==> config.mk <==
export PLATFORM = sky130hd
export DESIGN_NAME = bram_fifo_ctrl
export DESIGN_NICKNAME = d
export VERILOG_FILES = /design/src/rtl/bram_fifo_ctrl.sv
export SDC_FILE = /design/constraint.sdc
export NUM_CORES = 1
export LEC_CHECK = 0
export ABC_AREA = 1
export CAP_MARGIN = 10
export CORE_UTILIZATION = 40
export DETAILED_ROUTE_END_ITERATION = 6
export PLACE_DENSITY = 0.61
export SYNTH_ARGS = -nofsm -noshare
export SYNTH_HDL_FRONTEND = slang
export SYNTH_SLANG_ARGS = --single-unit
export TNS_END_PERCENT = 50
==> constraint.sdc <==
create_clock -name clk -period 6.05 [get_ports clk]
set_input_delay 0.9075 -clock clk [delete_from_list [all_inputs] [get_ports clk]]
set_output_delay 0.9075 -clock clk [all_outputs]
set_load 0.05 [all_outputs]
==> src/rtl/bram_fifo_ctrl.sv <==
// Valid/ready FIFO controller around a simple dual-port bram with a 1-cycle registered read.
// A 2-entry output buffer absorbs the read latency so the FIFO streams one word per cycle.
module bram_fifo_ctrl #(
    parameter int WIDTH = 8,
    parameter int DEPTH = 256,
    localparam int AW = $clog2(DEPTH),
    localparam int PW = AW + 1,
    localparam int CW = $clog2(DEPTH + 2) + 1
) (
    input  logic             clk,
    input  logic             aresetn,
    input  logic             s_valid,
    output logic             s_ready,
    input  logic [WIDTH-1:0] s_data,
    output logic             m_valid,
    input  logic             m_ready,
    output logic [WIDTH-1:0] m_data,
    output logic [CW-1:0]    count,
    output logic             mem_wen,
    output logic [AW-1:0]    mem_waddr,
    output logic [WIDTH-1:0] mem_wdata,
    output logic [AW-1:0]    mem_raddr,
    input  logic [WIDTH-1:0] mem_rdata
);

    localparam logic [PW-1:0] PTR_ONE = {{AW{1'b0}}, 1'b1};
    localparam logic [PW-1:0] MEM_CAP = PW'(DEPTH);

    logic [PW-1:0]    wptr_r;
    logic [PW-1:0]    rptr_r;
    logic             rd_pending_r;
    logic [1:0]       out_count_r;
    logic [WIDTH-1:0] buf0_r;
    logic [WIDTH-1:0] buf1_r;
    logic [CW-1:0]    count_r;

    logic [PW-1:0]    wptr_n_s;
    logic [PW-1:0]    rptr_n_s;
    logic [1:0]       out_count_n_s;
    logic [WIDTH-1:0] buf0_n_s;
    logic [WIDTH-1:0] buf1_n_s;
    logic [PW-1:0]    mem_count_s;
    logic [PW-1:0]    mem_count_n_s;
    logic [2:0]       occ_s;
    logic             s_ready_s;
    logic             m_valid_s;
    logic             push_s;
    logic             pop_s;
    logic             rd_issue_s;

    // s_ready is gated by aresetn so the input side is closed while reset is held.
    assign mem_count_s = wptr_r - rptr_r;
    assign s_ready_s   = aresetn & (mem_count_s < MEM_CAP);
    assign m_valid_s   = (out_count_r != 2'd0);
    assign push_s      = s_valid & s_ready_s;
    assign pop_s       = m_valid_s & m_ready;

    // Words already owned by the buffer after this cycle's pop: held + in flight.
    assign occ_s      = {1'b0, out_count_r} + {2'b00, rd_pending_r} - {2'b00, pop_s};
    assign rd_issue_s = (mem_count_s != {PW{1'b0}}) & (occ_s < 3'd2);

    // Next-state for pointers and the output buffer, including pop/capture ordering.
    always_comb begin
        wptr_n_s      = wptr_r;
        rptr_n_s      = rptr_r;
        buf0_n_s      = buf0_r;
        buf1_n_s      = buf1_r;
        out_count_n_s = out_count_r - {1'b0, pop_s} + {1'b0, rd_pending_r};

        if (push_s) begin
            wptr_n_s = wptr_r + PTR_ONE;
        end else begin
            wptr_n_s = wptr_r;
        end

        if (rd_issue_s) begin
            rptr_n_s = rptr_r + PTR_ONE;
        end else begin
            rptr_n_s = rptr_r;
        end

        case ({pop_s, rd_pending_r})
            2'b10: begin
                buf0_n_s = buf1_r;
            end
            2'b11: begin
                // Capture lands behind whatever survives the pop.
                if (out_count_r == 2'd2) begin
                    buf0_n_s = buf1_r;
                    buf1_n_s = mem_rdata;
                end else begin
                    buf0_n_s = mem_rdata;
                end
            end
            2'b01: begin
                if (out_count_r == 2'd0) begin
                    buf0_n_s = mem_rdata;
                end else begin
                    buf1_n_s = mem_rdata;
                end
            end
            default: begin
                buf0_n_s = buf0_r;
                buf1_n_s = buf1_r;
            end
        endcase
    end

    assign mem_count_n_s = wptr_n_s - rptr_n_s;

    // State registers; count is built from next-state values so it stays a pure register.
    always_ff @(posedge clk or negedge aresetn) begin
        if (!aresetn) begin
            wptr_r       <= {PW{1'b0}};
            rptr_r       <= {PW{1'b0}};
            rd_pending_r <= 1'b0;
            out_count_r  <= 2'd0;
            buf0_r       <= {WIDTH{1'b0}};
            buf1_r       <= {WIDTH{1'b0}};
            count_r      <= {CW{1'b0}};
        end else begin
            wptr_r       <= wptr_n_s;
            rptr_r       <= rptr_n_s;
            rd_pending_r <= rd_issue_s;
            out_count_r  <= out_count_n_s;
            buf0_r       <= buf0_n_s;
            buf1_r       <= buf1_n_s;
            count_r      <= CW'(mem_count_n_s) + CW'(rd_issue_s) + CW'(out_count_n_s);
        end
    end

    assign s_ready   = s_ready_s;
    assign m_valid   = m_valid_s;
    assign m_data    = buf0_r;
    assign count     = count_r;
    assign mem_wen   = push_s;
    assign mem_waddr = wptr_r[AW-1:0];
    assign mem_wdata = s_data;
    assign mem_raddr = rptr_r[AW-1:0];

endmodule
### Yosys cells after proc, flatten, opt, wreduce, memory -nomap -nowiden

Index checks and enable logic that the tools add are counted.

* bits in registers: 47
* bits in latches: 0
* RAM bits: 0
* memory bits (read-only): 0
* input bits: 20
* output and inout port bits: 45
* logic and storage cells: 45
* memories kept: 0

* $add $sub $neg: 10
* multiply operators: 0
* divide/modulo/power cells: 0
* magnitude comparators: 2
* eq/ne operators: 7
* shift-type cells: 0
* multiplexer cells: 8
* bitwise logic cells: 4
* reductions and logical operators: 7

Operators by type and width (number)
* 8-bit 2-to-1 mux: 4
* 8-bit case mux with 3 select lines: 1
* 9-bit by 1-bit adder with 9-bit output (second input constant): 2
* 9-bit 2-to-1 mux: 2
* 9-bit subtractor: 2
* 8-bit case mux with 2 select lines: 1
* 10-bit by 2-bit adder with 10-bit output: 1
* 9-bit by 1-bit adder with 10-bit output: 1
* 9-bit less-than comparator (second input constant): 1
* 9-bit nonzero test: 1
* 2-bit == test (second input constant): 3
* 2-bit != test (second input constant): 3
* 1-bit AND: 4
* 2-bit nonzero test: 2
* 2-bit by 1-bit adder with 3-bit output: 1
* 3-bit by 2-bit less-than comparator with 1-bit output (second input constant): 1
* 3-bit AND reduction: 1
* 3-bit nonzero test: 1
* 3-bit by 1-bit subtractor with 3-bit output: 1
* 2-bit by 1-bit adder with 2-bit output: 1
* 2-bit by 1-bit == test with 1-bit output (second input constant): 1
* 2-bit logical NOT: 1
* 2-bit AND reduction: 1
* 2-bit by 1-bit subtractor with 2-bit output: 1

### Logic depth before layout (Yosys ltp)

Gate-level depths: netlist (run 1).

* depth in word-level cells: 9
* mapped depth: 29
* depth with buffers taken out: 29

### Worst setup path after synthesis (run 1)

Ideal clock, no wire load.

* kind: input port to flip-flop
* from: in m_ready
* to: reg count_r[8] (netlist: count[8])
* library setup time: 0.116 ns
* data arrival time: 4.469 ns
* required time: 5.934 ns
* slack: 1.465 ns
* stages on the path: 24
* path buffers: 0
* cells stage by stage: nand2_1 inv_1 ha_1 inv_1 ha_1 fa_1 inv_1 nand2_1 nor2_4 nand2_8 xnor2_1 ha_1 inv_1 fa_1 inv_1 fa_1 nor2_1 nand3_2 inv_1 nand2_1 nor2_2 nand3_1 nand2_1 nand2_1

* word-level cells in the longest chain between the ends: 8
* elaborated cells between the ends (all ways): 10
* those cells by class: add/sub (6); order compare (1); mux (1); bitwise (2)

Ends and longest elaborated chain
* start: declaration: RTL line 16 `input logic m_ready,`
* 1-bit AND: RTL line 56 `assign pop_s = m_valid_s & m_ready;`
* 3-bit by 1-bit subtractor with 3-bit output: RTL line 59 `assign occ_s = {1'b0, out_count_r} + {2'b00, rd_pending_r} - {2'b00, pop_s};`
* net occ_s[1]: RTL line 44 `logic [2:0] occ_s;`
* 3-bit by 2-bit less-than comparator with 1-bit output: RTL line 60 `assign rd_issue_s = (mem_count_s != {PW{1'b0}}) & (occ_s < 3'd2);`
* 1-bit AND: RTL line 60
* 9-bit 2-to-1 mux: RTL line 76 `if (rd_issue_s) begin`
* net rptr_n_s[0]: RTL line 38 `logic [PW-1:0] rptr_n_s;`
* 9-bit subtractor: RTL line 109 `assign mem_count_n_s = wptr_n_s - rptr_n_s;`
* 9-bit by 1-bit adder with 10-bit output: RTL line 128 `count_r <= CW'(mem_count_n_s) + CW'(rd_issue_s) + CW'(out_count_n_s);`
* 10-bit by 2-bit adder with 10-bit output: RTL line 128
* end signal: assignment: RTL line 120 `count_r <= {CW{1'b0}};`
* end signal: assignment: RTL line 128
* end: declaration: RTL line 35 `logic [CW-1:0] count_r;`

The timed path passes the listed nets, and every way through them passes these cells.
A chain may end at the register's enable or synchronous reset.

### Final worst setup path (run 1)

Ends and elaborated chain as after synthesis.

==> results.sh, run 1 <==
export IMPL_crit_path_frequent_cell="inv_1"
export IMPL_r2r_end="count[8]"
export IMPL_ios=65
export IMPL_vias_per_cell=4.73
export IMPL_synthToLayoutAreaGrowth_pct=14.9
export IMPL_port_buffers=48
export IMPL_fmax_ghz=0.196
export IMPL_reg2reg_depth=26
export IMPL_critPathKind="input pin to flop"
export IMPL_cts_root_buffer="clkbuf_8"
export IMPL_hp_class="flop to flop"
export IMPL_die_height_um=97.3
export IMPL_drc=0
export IMPL_yosysMostFrequentCell="nand2_1"
export IMPL_clockBufferDepth=2
export IMPL_routed_wl_mm=7.44
export IMPL_synth_top_area_share_pct=32.3
export IMPL_ff2ff_setup_slack_ns=1.32
export IMPL_setup_violations=0
export IMPL_ys_ff_latch=47
export IMPL_path_max_fanout=8
export IMPL_fin_crit_sh_pct=84.4
export IMPL_startpoint_type="input pin"
export IMPL_syn_avg_cell_area_um2=7.82
export IMPL_critPathMaxStageDelay_ns=0.53
export IMPL_drt_initial_drc_count=120
export IMPL_cts_setup_buffers=0
export IMPL_grt_max_degree=49
export IMPL_hold_viol=0
export IMPL_grt_pass1_vias=2844
export IMPL_antenna_found_initial=0
export IMPL_relSlewSlack_pct=36.7
export IMPL_period_needed_ns=5.10
export IMPL_maxCapViolations=0
export IMPL_ys_async_sr_fraction_pct=100
export IMPL_hold_buffers=0
export IMPL_crit_required_ns=6.25
export IMPL_synth_nets=509
export IMPL_rr_startpoint="out_count_r[0]"
export IMPL_finalClockSkew_ns=0.0106
export IMPL_cts_resized=0
export IMPL_min_path_cells=1
export IMPL_die_w_um=97.3
export IMPL_via_count=2852
export IMPL_yosysTopAreaCell="dfrtp_1"
export IMPL_first_pass_iters=4
export IMPL_ys_seq_area_share_pct=32.3
export IMPL_synth_main_ff_cell="dfrtp_1"
export IMPL_synth_enable_flop_cells=0
export IMPL_overflow=0
export IMPL_worstPathArrival_ns=5.31
export IMPL_numCtsBuffers=5
export IMPL_gr_usage_all_layers_pct=16.8
export IMPL_min_from="buf1_r[4]"
export IMPL_drive_gt1_share_pct=13.7
export IMPL_grt_pass1_wl_mm=13.0
export IMPL_status="completed"
export IMPL_slowest_stage="fa_1"
export IMPL_yosys_warnings=0
export IMPL_finalSetupTns_ns=0
export IMPL_htreeDepth=2
export IMPL_worst_hold_path_endpoint="buf1_r[4]"
export IMPL_clk_pin_slew_worst_paths_ns=0.09
export IMPL_diodes=0
export IMPL_wire_per_inst_um=12.3
export IMPL_fin_nets=539
export IMPL_cts_tree="yes"
export IMPL_hpwl_mm=5.97
export IMPL_die_area_um2=9480
export IMPL_rsz0062_at_grt="false"
export IMPL_insertion_delay_ns=0.31
export IMPL_synth_cell_area_um2=3640
export IMPL_worst_pin_slew_ns=0.942
export IMPL_synth_cell_types=39
export IMPL_rows=34
export IMPL_cts_sinks=47
export IMPL_gp_congestion=0.844
export IMPL_netlist_top_cells_count="nand2_1 (98), inv_1 (85), dfrtp_1 (47)"
export IMPL_end_kind="flop"
export IMPL_start_util_pct=41.5
export IMPL_yosys_top_cells_area="dfrtp_1 (32%), nand2_1 (10%), inv_1 (8.8%)"
export IMPL_syn_inst=465
export IMPL_core_um2=8760
export IMPL_ant_nets=0
export IMPL_slew_viol_final=0
-- worst max-delay path: cells and delay by family --
family        cells  cell delay, ns
xor+xnor          1            0.22
fa+ha+maj         6            2.08
buf+inv           7            0.86
simple gates     11            1.24
-- registers in the layout (all words and copies together), names as in the netlist --
signal / count
count: 10
rptr_r: 9
rd_pending_r: 1
wptr_r: 9
buf1_r: 8
m_data: 8
out_count_r: 2
-- cell type report --
cell class | instances | area (um2)
clock buffers | 5 | 68.8
clock inverters | 2 | 37.5
fillers | 867 | 4590
inverters | 91 | 343
multi-input cells | 300 | 1930
flip-flops and latches | 47 | 1180
well taps | 108 | 135
repair buffers | 50 | 490
-- layout by cell type (no fill, tap or decap), drive strengths merged, types with 4 or more instances in the layout --
master,instances
a21oi,13
clkbuf,5
clkdlybuf4s50,47
dfrtp,47
fa,5
ha,19
inv,90
nand2,118
nand3,52
nand3b,4
nand4,6
nor2,34
o211ai,5
o21ai,7
xnor2,6
xor2,17
-- metrics by stage --
step | std cells | area [um2] | util, % | hold WS [ns] | setup WS, ns
after floorplan | 465 | 3640 | - | 0.480 | 1.46
after global placement | 596 | 4070 | 46.4 | 0.489 | 0.787
after detailed placement | 596 | 4070 | 46.4 | 0.496 | 0.605
after CTS | 603 | 4180 | 47.7 | 0.517 | 0.943
after global routing | 603 | 4180 | 47.7 | 0.532 | 0.552
final | 603 | 4180 | 47.7 | 0.516 | 0.946
-- layer usage --
metal	vias to the layer above	track usage, %	wire length (um)
met3	6	3.02	205
li1	1485	-	-
met1	1314	22.1	3580
met2	47	28.5	3590
met4	0	4.75	64
met5	-	0	0
-- worst max-delay path by stage --
stage	startpoint	to
floorplan	m_ready	count[8]
global placement	m_ready	count[8]
detailed placement	m_ready	count[8]
CTS	m_ready	count[8]
global route	m_ready	count[8]
finish	m_ready	count[8]
-- cells by family (layout without fill, tap and decap cells) --
group | count (synthesis) | after routing | share of synthesized area, %
and+or+nand+nor | 220 | 220 | 31.7
buffers and inverters | 118 | 148 | 14.7
DFF | 47 | 47 | 32.3
AOI/OAI and AO/OA | 30 | 30 | 5.33
adders and majority gates | 24 | 24 | 9.29
xor gates and xnor gates | 23 | 23 | 5.75
muxes | 3 | 3 | 0.929
Power of run 1 is not shown: default switching activity piles up to over one toggle a cycle in this logic, so the estimate is an artifact.
==> inputs of run 2 (changes only) <==
==> constraint.sdc (replaced) <==
create_clock -name clk -period 4.78 [get_ports clk]
set_input_delay 0.717 -clock clk [delete_from_list [all_inputs] [get_ports clk]]
set_output_delay 0.717 -clock clk [all_outputs]
set_load 0.05 [all_outputs]
==> run 2 against run 1 <==
Clock skew is 0.0040 ns lower. Worst setup slack got worse by 0.62 ns. Critical endpoint unchanged. Non-clock buffer count rose by 9. Worst hold slack worse by 0.0060 ns. Highest routed layer unchanged.
==> results.sh, run 2 (synthesized netlist as in run 1, its figures left out) <==
export IMPL_synthToLayoutAreaGrowth_pct=17.2
export IMPL_drive_gt1_share_pct=15.6
export IMPL_finalClockSkew_ns=0.00659
export IMPL_fin_crit_sh_pct=93.2
export IMPL_grt_pass1_wl_mm=12.8
export IMPL_ios=65
export IMPL_core_um2=8760
export IMPL_drt_initial_drc_count=130
export IMPL_drc=0
export IMPL_startpoint_type="input pin"
export IMPL_diodes=0
export IMPL_crit_start="m_ready"
export IMPL_ant_nets=0
export IMPL_routed_top_layer="met4"
export IMPL_gp_congestion=0.848
export IMPL_cts_root_buffer="clkbuf_8"
export IMPL_clockBufferDepth=2
export IMPL_largest_register_ffs=10
export IMPL_cts_setup_buffers=0
export IMPL_first_pass_iters=4
export IMPL_wire_per_inst_um=12.2
export IMPL_wl_met1_mm=3.67
export IMPL_setup_violations=0
export IMPL_min_from="buf1_r[6]"
export IMPL_fin_nets=548
export IMPL_numCtsBuffers=5
export IMPL_die_area_um2=9480
export IMPL_clk_pin_slew_worst_paths_ns=0.08
export IMPL_relSlewSlack_pct=58.8
export IMPL_hold_viol=0
export IMPL_layout_cells_most_common="nand2_1"
export IMPL_overflow=0
export IMPL_layout_common_cells="nand2_1 (98), inv_1 (85), dfrtp_1 (47), clkdlybuf4s50_1 (47), nand3_1 (40)"
export IMPL_final_cell_count_no_fill=613
export IMPL_insertion_delay_ns=0.30
export IMPL_slew_viol_final=0
export IMPL_status="completed"
export IMPL_fmax_ghz=0.225
export IMPL_grt_max_degree=49
export IMPL_worst_pin_slew_ns=0.617
export IMPL_crit_path_frequent_cell="inv_1"
export IMPL_design_area_um2=4260
export IMPL_crit_required_ns=4.98
export IMPL_hold_buffers=0
export IMPL_fin_hold_ws_ns=0.510
export IMPL_critPathMaxStageDelay_ns=0.50
export IMPL_grt_pass1_vias=2787
export IMPL_start_util_pct=41.5
export IMPL_rr_startpoint="out_count_r[0]"
export IMPL_die_w_um=97.3
export IMPL_maxCapViolations=0
export IMPL_cts_tree="yes"
export IMPL_rsz0062_at_grt="false"
export IMPL_via_count=2894
export IMPL_routed_wl_mm=7.47
export IMPL_period_needed_ns=4.45
export IMPL_gr_usage_all_layers_pct=16.6
export IMPL_antenna_found_initial=0
export IMPL_critPathKind="input pin to flop"
export IMPL_htreeDepth=2
export IMPL_hp_class="flop to flop"
export IMPL_vias_per_cell=4.72
export IMPL_hpwl_mm=5.98
export IMPL_routed_wl_met3_um=218
export IMPL_cts_sinks=47
export IMPL_worstPathArrival_ns=4.65
export IMPL_dp_cells=605
export IMPL_rows=34
export IMPL_wl_met2_mm=3.50
export IMPL_slowest_stage="fa_1"
export IMPL_path_max_fanout=5
export IMPL_end_kind="flop"
export IMPL_port_buffers=48
export IMPL_placed_area_um2=4140
export IMPL_die_height_um=97.3
run 2: cell types whose count changed in the layout (fill, tap and decap cells not counted), sizes merged:
cell,previous run,this run
clkbuf,5,6
buf,3,12
clkinvlp,1,0
clkinv,1,2
run 2: routing by layer:
| metal | global-route usage [%] | vias to the layer above |
|---|---|---|
| li1 | - | 1500 |
| met1 | 22.3 | 1346 |
| met2 | 27.4 | 40 |
| met3 | 2.81 | 8 |
| met4 | 4.98 | 0 |
| met5 | 0 | - |
run 2: critical path, delay by kind of cell:
family | cells | cell delay, ns
and+or+nand+nor | 11 | 1.04
adders and majority gates | 6 | 1.97
buffers and inverters | 7 | 0.78
xor gates and xnor gates | 1 | 0.14
run 2: repair_timing:
action,in CTS,in global routing
setup endpoints to repair,0,1
endpoints found under the hold margin,0,0
resized for setup,0,1
run 2: area by class of cell:
| cell class | count | area (um2) |
|---|---|---|
| tap | 108 | 135 |
| multi-input combinational | 300 | 1930 |
| clock inverter | 2 | 35.0 |
| inverter | 91 | 343 |
| fill | 862 | 4500 |
| clock buffer | 6 | 82.6 |
| sequential | 47 | 1180 |
| timing repair buffer | 59 | 558 |
run 2: per-stage QoR:
| stage | utilization [%] | worst slack, ns | TNS [ns] |
|---|---|---|---|
| 2_1_floorplan | - | 0.267 | 0 |
| 3_5_place_dp | 47.2 | -0.0489 | -0.0489 |
| 5_1_grt | 48.6 | 0.00611 | 0 |
| 3_3_place_gp | 47.2 | 0.00474 | 0 |
| 6_report | 48.6 | 0.326 | 0 |
| 4_1_cts | 48.6 | 0.258 | 0 |
run 2: path summary, 6_finish.rpt:
path	to	slack, ns	cells after the start
setup reg to reg	count[8]	0.50	26
hold / removal	buf1_r[6]	0.51	1
max in group asynchronous	count[4]	3.77	2
min in group asynchronous	wptr_r[1]	0.58	2
setup / recovery	count[8]	0.33	25
hold reg to reg	buf1_r[6]	0.51	1
Power of run 2 is left out for the same reason.
